[src/rtl/apb_master.sv]
// APB initiator: turns a single-request CPU-side handshake into APB SETUP/ACCESS
// transfers, decodes the target slot and reports decode misses and PREADY timeouts.
module apb_master #(
    parameter int          NUM_SLV   = 4,
    parameter logic [31:0] BASE_ADDR = 32'h1000_0000,
    parameter int          SLOT_LSB  = 12,
    parameter int          TIMEOUT   = 16
) (
    input  logic                    PCLK,
    input  logic                    PRESET,
    input  logic                    transfer,
    input  logic                    write,
    input  logic [31:0]             addr,
    input  logic [31:0]             wdata,
    output logic [31:0]             rdata,
    output logic                    ready,
    output logic                    err,
    output logic [SLOT_LSB-1:0]     PADDR,
    output logic [31:0]             PWDATA,
    output logic                    PWRITE,
    output logic [NUM_SLV-1:0]      PSEL,
    output logic                    PENABLE,
    input  logic [32*NUM_SLV-1:0]   PRDATA,
    input  logic [NUM_SLV-1:0]      PREADY
);

    localparam int IDX_W   = (NUM_SLV > 1) ? $clog2(NUM_SLV) : 1;
    localparam int TAG_LSB = SLOT_LSB + IDX_W;
    localparam int CNT_W   = $clog2(TIMEOUT);
    localparam logic [CNT_W-1:0] CNT_LAST = CNT_W'(TIMEOUT - 1);

    typedef enum logic [1:0] {
        S_IDLE   = 2'd0,
        S_SETUP  = 2'd1,
        S_ACCESS = 2'd2
    } state_t;

    state_t                 state_q;
    logic [IDX_W-1:0]       idx_q;
    logic [CNT_W-1:0]       cnt_q;
    logic [31:0]            rdata_q;
    logic                   ready_q;
    logic                   err_q;
    logic [SLOT_LSB-1:0]    paddr_q;
    logic [31:0]            pwdata_q;
    logic                   pwrite_q;
    logic [NUM_SLV-1:0]     psel_q;
    logic                   penable_q;

    logic [IDX_W-1:0]       req_idx;
    logic                   req_hit;
    logic                   slv_ready;
    logic                   launch;

    // A slot index beyond NUM_SLV (non power-of-two slot counts) is treated as a miss.
    assign req_idx   = addr[SLOT_LSB +: IDX_W];
    assign req_hit   = (addr[31:TAG_LSB] == BASE_ADDR[31:TAG_LSB]) && (int'(req_idx) < NUM_SLV);
    assign slv_ready = PREADY[idx_q];

    // New requests are only taken in IDLE or on the cycle that completes an ACCESS.
    assign launch = transfer && req_hit &&
                    ((state_q == S_IDLE) || ((state_q == S_ACCESS) && slv_ready));

    // NOTE: state and outputs use non-blocking assignments so every branch sees
    // the pre-edge values; the reset branch clears every register, there is no memory.
    always_ff @(posedge PCLK) begin
        if (PRESET) begin
            state_q   <= S_IDLE;
            idx_q     <= '0;
            cnt_q     <= '0;
            rdata_q   <= '0;
            ready_q   <= 1'b0;
            err_q     <= 1'b0;
            paddr_q   <= '0;
            pwdata_q  <= '0;
            pwrite_q  <= 1'b0;
            psel_q    <= '0;
            penable_q <= 1'b0;
        end else begin
            ready_q <= 1'b0;
            err_q   <= 1'b0;

            case (state_q)
                S_IDLE: begin
                    if (transfer && !req_hit) begin
                        ready_q <= 1'b1;
                        err_q   <= 1'b1;
                        rdata_q <= '0;
                    end
                end

                S_SETUP: begin
                    penable_q <= 1'b1;
                    state_q   <= S_ACCESS;
                end

                S_ACCESS: begin
                    if (slv_ready) begin
                        ready_q   <= 1'b1;
                        rdata_q   <= pwrite_q ? 32'h0 : PRDATA[32*idx_q +: 32];
                        penable_q <= 1'b0;
                        psel_q    <= '0;
                        state_q   <= S_IDLE;
                    end else if (cnt_q == CNT_LAST) begin
                        ready_q   <= 1'b1;
                        err_q     <= 1'b1;
                        rdata_q   <= '0;
                        penable_q <= 1'b0;
                        psel_q    <= '0;
                        state_q   <= S_IDLE;
                    end else begin
                        cnt_q <= cnt_q + CNT_W'(1);
                    end
                end

                default: state_q <= S_IDLE;
            endcase

            // Overrides the IDLE return above for back-to-back transfers.
            if (launch) begin
                idx_q     <= req_idx;
                cnt_q     <= '0;
                paddr_q   <= addr[SLOT_LSB-1:0];
                pwdata_q  <= wdata;
                pwrite_q  <= write;
                psel_q    <= NUM_SLV'(1) << req_idx;
                penable_q <= 1'b0;
                state_q   <= S_SETUP;
            end
        end
    end

    assign rdata   = rdata_q;
    assign ready   = ready_q;
    assign err     = err_q;
    assign PADDR   = paddr_q;
    assign PWDATA  = pwdata_q;
    assign PWRITE  = pwrite_q;
    assign PSEL    = psel_q;
    assign PENABLE = penable_q;

endmodule

[config.mk]
export PLATFORM = sky130hd
export DESIGN_NAME = apb_master
export DESIGN_NICKNAME = d
export VERILOG_FILES = /design/src/rtl/apb_master.sv
export SDC_FILE = /design/constraint.sdc
export NUM_CORES = 1
export LEC_CHECK = 0
export CORE_UTILIZATION = 35
export DETAILED_ROUTE_END_ITERATION = 6
export PLACE_DENSITY = 0.77
export SLEW_MARGIN = 10
export SYNTH_ARGS = -nofsm -noshare
export SYNTH_HDL_FRONTEND = slang
export SYNTH_SLANG_ARGS = --single-unit
[constraint.sdc]
create_clock -name PCLK -period 2.1 [get_ports PCLK]
set_input_delay 0.63 -clock PCLK [delete_from_list [all_inputs] [get_ports PCLK]]
set_output_delay 0.63 -clock PCLK [all_outputs]
set_load 0.02 [all_outputs]
==> out/qor.txt <==
status = complete, no violations
Die Y = 121.4 µm
Hold Crit Endpoint = rdata[12]
I/O pin count = 284
row cnt = 43
R2R cell count = 8
syn_nets = 668
PwrDens = 463.3 mW/mm²
WL final = 15630 µm
Ys Warns = 0
CTS buffer count = 9
Die Area = 0.01475 mm²
min-delay worst type = flop to flop
vias in the first global route = 4750
DR vias = 4592
Detailed Place HPWL = 11410 µm
Worst slew margin = 59.85%
clock group share of total power = 41.5%
switching power = 834.8 µW
initial drt markers = 143
Placement Setup Slack = -0.5654 ns
total track usage = 19.89%
power share of the combinational group = 15.2%
largest net degree at the start of global routing = 75
EDFF count, synth = 0
Commonest cells post-synth = 126 x nand2b_1, 92 x dfxtp_1, 83 x mux2i_1
Initial Utilization = 35.97%
initial antenna violation count = 1
P_int = 3195 µW
global-route wire length before repair = 22720 µm
Clock Path Buffers = 2
ANT nets after route = 0
LEAKAGE = 0.003170 µW
worst setup margin = 0.06401 ns
Worst Path Required = 2.33 ns
Hold Startpoint = rdata[12]
Crit Path Class = input port to flop
part of the power in registers = 43.3%
top-area cell type share of the netlist area = 36.89%
WP data arrival = 2.27 ns
FFs w/ async S/R, synth = 0%
chip width = 121.4 µm
area leader, netlist = dfxtp_1
via density per instance = 4.880
share of cells above drive strength 1 = 12.76%
gp weighted congestion = 0.8066
Peak VDD IR = 0.4118 mV
Reg-to-Reg End = rdata[27]
count leader, synth = nand2b_1
CTS root buffer = clkbuf_16
Crit. End Element = flop
CTS Hold Bufs = 0
Worst Clk Skew = 0.008691 ns
crit-path max FO = 4
flop-to-flop setup slack = 0.16 ns
htree depth = 3
setup violators final = 0
clk slew on worst S/H paths = 0.07 ns
Synth area leaders = dfxtp_1 37%, mux2i_1 17%, nand2b_1 16%
sequential element share of the synthesized area = 36.89%
Post-Syn Area = 0.004992 mm²
Hold Path Stages = 2
Hold WS = 0.4772 ns
Syn Area/Cell = 10.76 µm²
reg-to-reg startpoint = state_q[0]
Worst-Skew Late Latency = 0.34 ns
core box area = 0.01388 mm²
Area Overhead vs Synth = 74.26%
Synth Register Bits = 92
drt wl/cell = 16.61 µm
Max Cap Viol = 0
PortBufs = 283
residual DRC count = 0
Final period util = 96.95%
TNS Setup = 0 ns
# fillers = 1121
gate count of the mapped netlist = 464
Netlist cell types = 33
detailed-routing iteration count for the pre-antenna-repair pass = 4
Layout Nets = 959
Most used DFF post-synth = dfxtp_1
Fin. Hold Viols = 0
sw frac = 20.71%
Sink Count = 92
Slew Limit Fails = 0
Total Power = 4030 µW
worst slew pin tran = 0.6023 ns
Final Critical Period = 2.036 ns
gr ovfl total = 0
startpoint types = input port
Fmax = 491.2 MHz
TritonCTS clock tree = yes
==> critical path, cell delays in order <==
cell	delay, ns
clkdlybuf4s50_1	0.40
nor2_1	0.15
nand4_1	0.20
nor3_4	0.34
clkbuf_16	0.22
mux2_2	0.33
==> worst max path at each step <==
stage	from	end	slack, ns	depth (start not counted)
final	addr[23]	PSEL[2]	0.06	6
after global routing	addr[21]	PSEL[2]	-0.03	6
after CTS	addr[22]	PWDATA[23]	0.002	7
after detailed placement	addr[15]	PWDATA[24]	-0.57	6
after global placement	addr[15]	PWDATA[11]	-0.51	6
after floorplan	PREADY[3]	rdata[10]	0.03	6
==> cell usage in the layout (no fill, tap or decap), drive strengths merged, types with 3 or more instances in the layout <==
| cell type | instances |
|---|---|
| buf | 30 |
| ha | 4 |
| inv | 6 |
| a21oi | 4 |
| nand3b | 3 |
| clkbuf | 18 |
| nand2b | 126 |
| mux4 | 33 |
| nand2 | 35 |
| xnor2 | 3 |
| nor3 | 10 |
| dfxtp | 92 |
| clkdlybuf4s15 | 3 |
| nor2 | 5 |
| dlymetal6s2s | 12 |
| clkdlybuf4s50 | 266 |
| mux2i | 83 |
==> cell families after synthesis <==
logic type / synth area share, %
adders and majority gates: 1.003
muxes: 31.98
DFF: 36.89
and+or+nand+nor: 22.86
xor gates and xnor gates: 0.5264
buffers and inverters: 5.338
AOI/OAI and AO/OA: 1.404
==> per-layer routing <==
layer	up-vias	track usage (%)	part of all wire, %
met2	195	36.79	53
li1	2192	-	-
met3	41	4.370	6.6
met1	2164	20.35	36
met4	0	11.65	4.0
met5	-	0	0
==> registers in the layout, summed over array words and instances, names as in the netlist <==
name     count
PWDATA      32
rdata       32
PADDR       12
PSEL         4
cnt_q        4
idx_q        2
state_q      2
PENABLE      1
PWRITE       1
err          1
ready        1
==> final cells by class <==
cell class                      count  area, µm²  area share (%)
Timing Repair Buffer              317       3344           38.44
Multi-Input combinational cell    330       2962           34.04
Clock inverter                      3      43.79          0.5034
Tap cell                          180      225.2           2.589
Antenna cell                        1      2.502         0.02876
Inverter                            5      18.77          0.2157
Sequential cell                    92       1843           21.19
Clock buffer                       13      260.3           2.992
==> metrics by stage <==
stage	instance area (µm²)	utilization, %	instances
finish	8700	62.67	941
CTS	8507	61.29	934
global placement	7983	57.51	905
detailed placement	7983	57.51	905
global route	8700	62.67	941
floorplan	4992	-	464
==> power by group through the flow <==
stage	combinational, µW	clock, µW	sequential (µW)
global route	648	1770	1750
CTS	621	1720	1750
global placement	571	0	1790
detailed placement	579	0	1790
finish	612	1670	1750
floorplan	177	0	1790
==> timing repair <==
item                       in CTS  in global routing
pin swaps                       5                 10
gates resized for setup        13                 27
buffers inserted               10                  3
cloned                          3                  6
setup endpoints to repair      84                 89
Power figures use the tool's default switching activity.
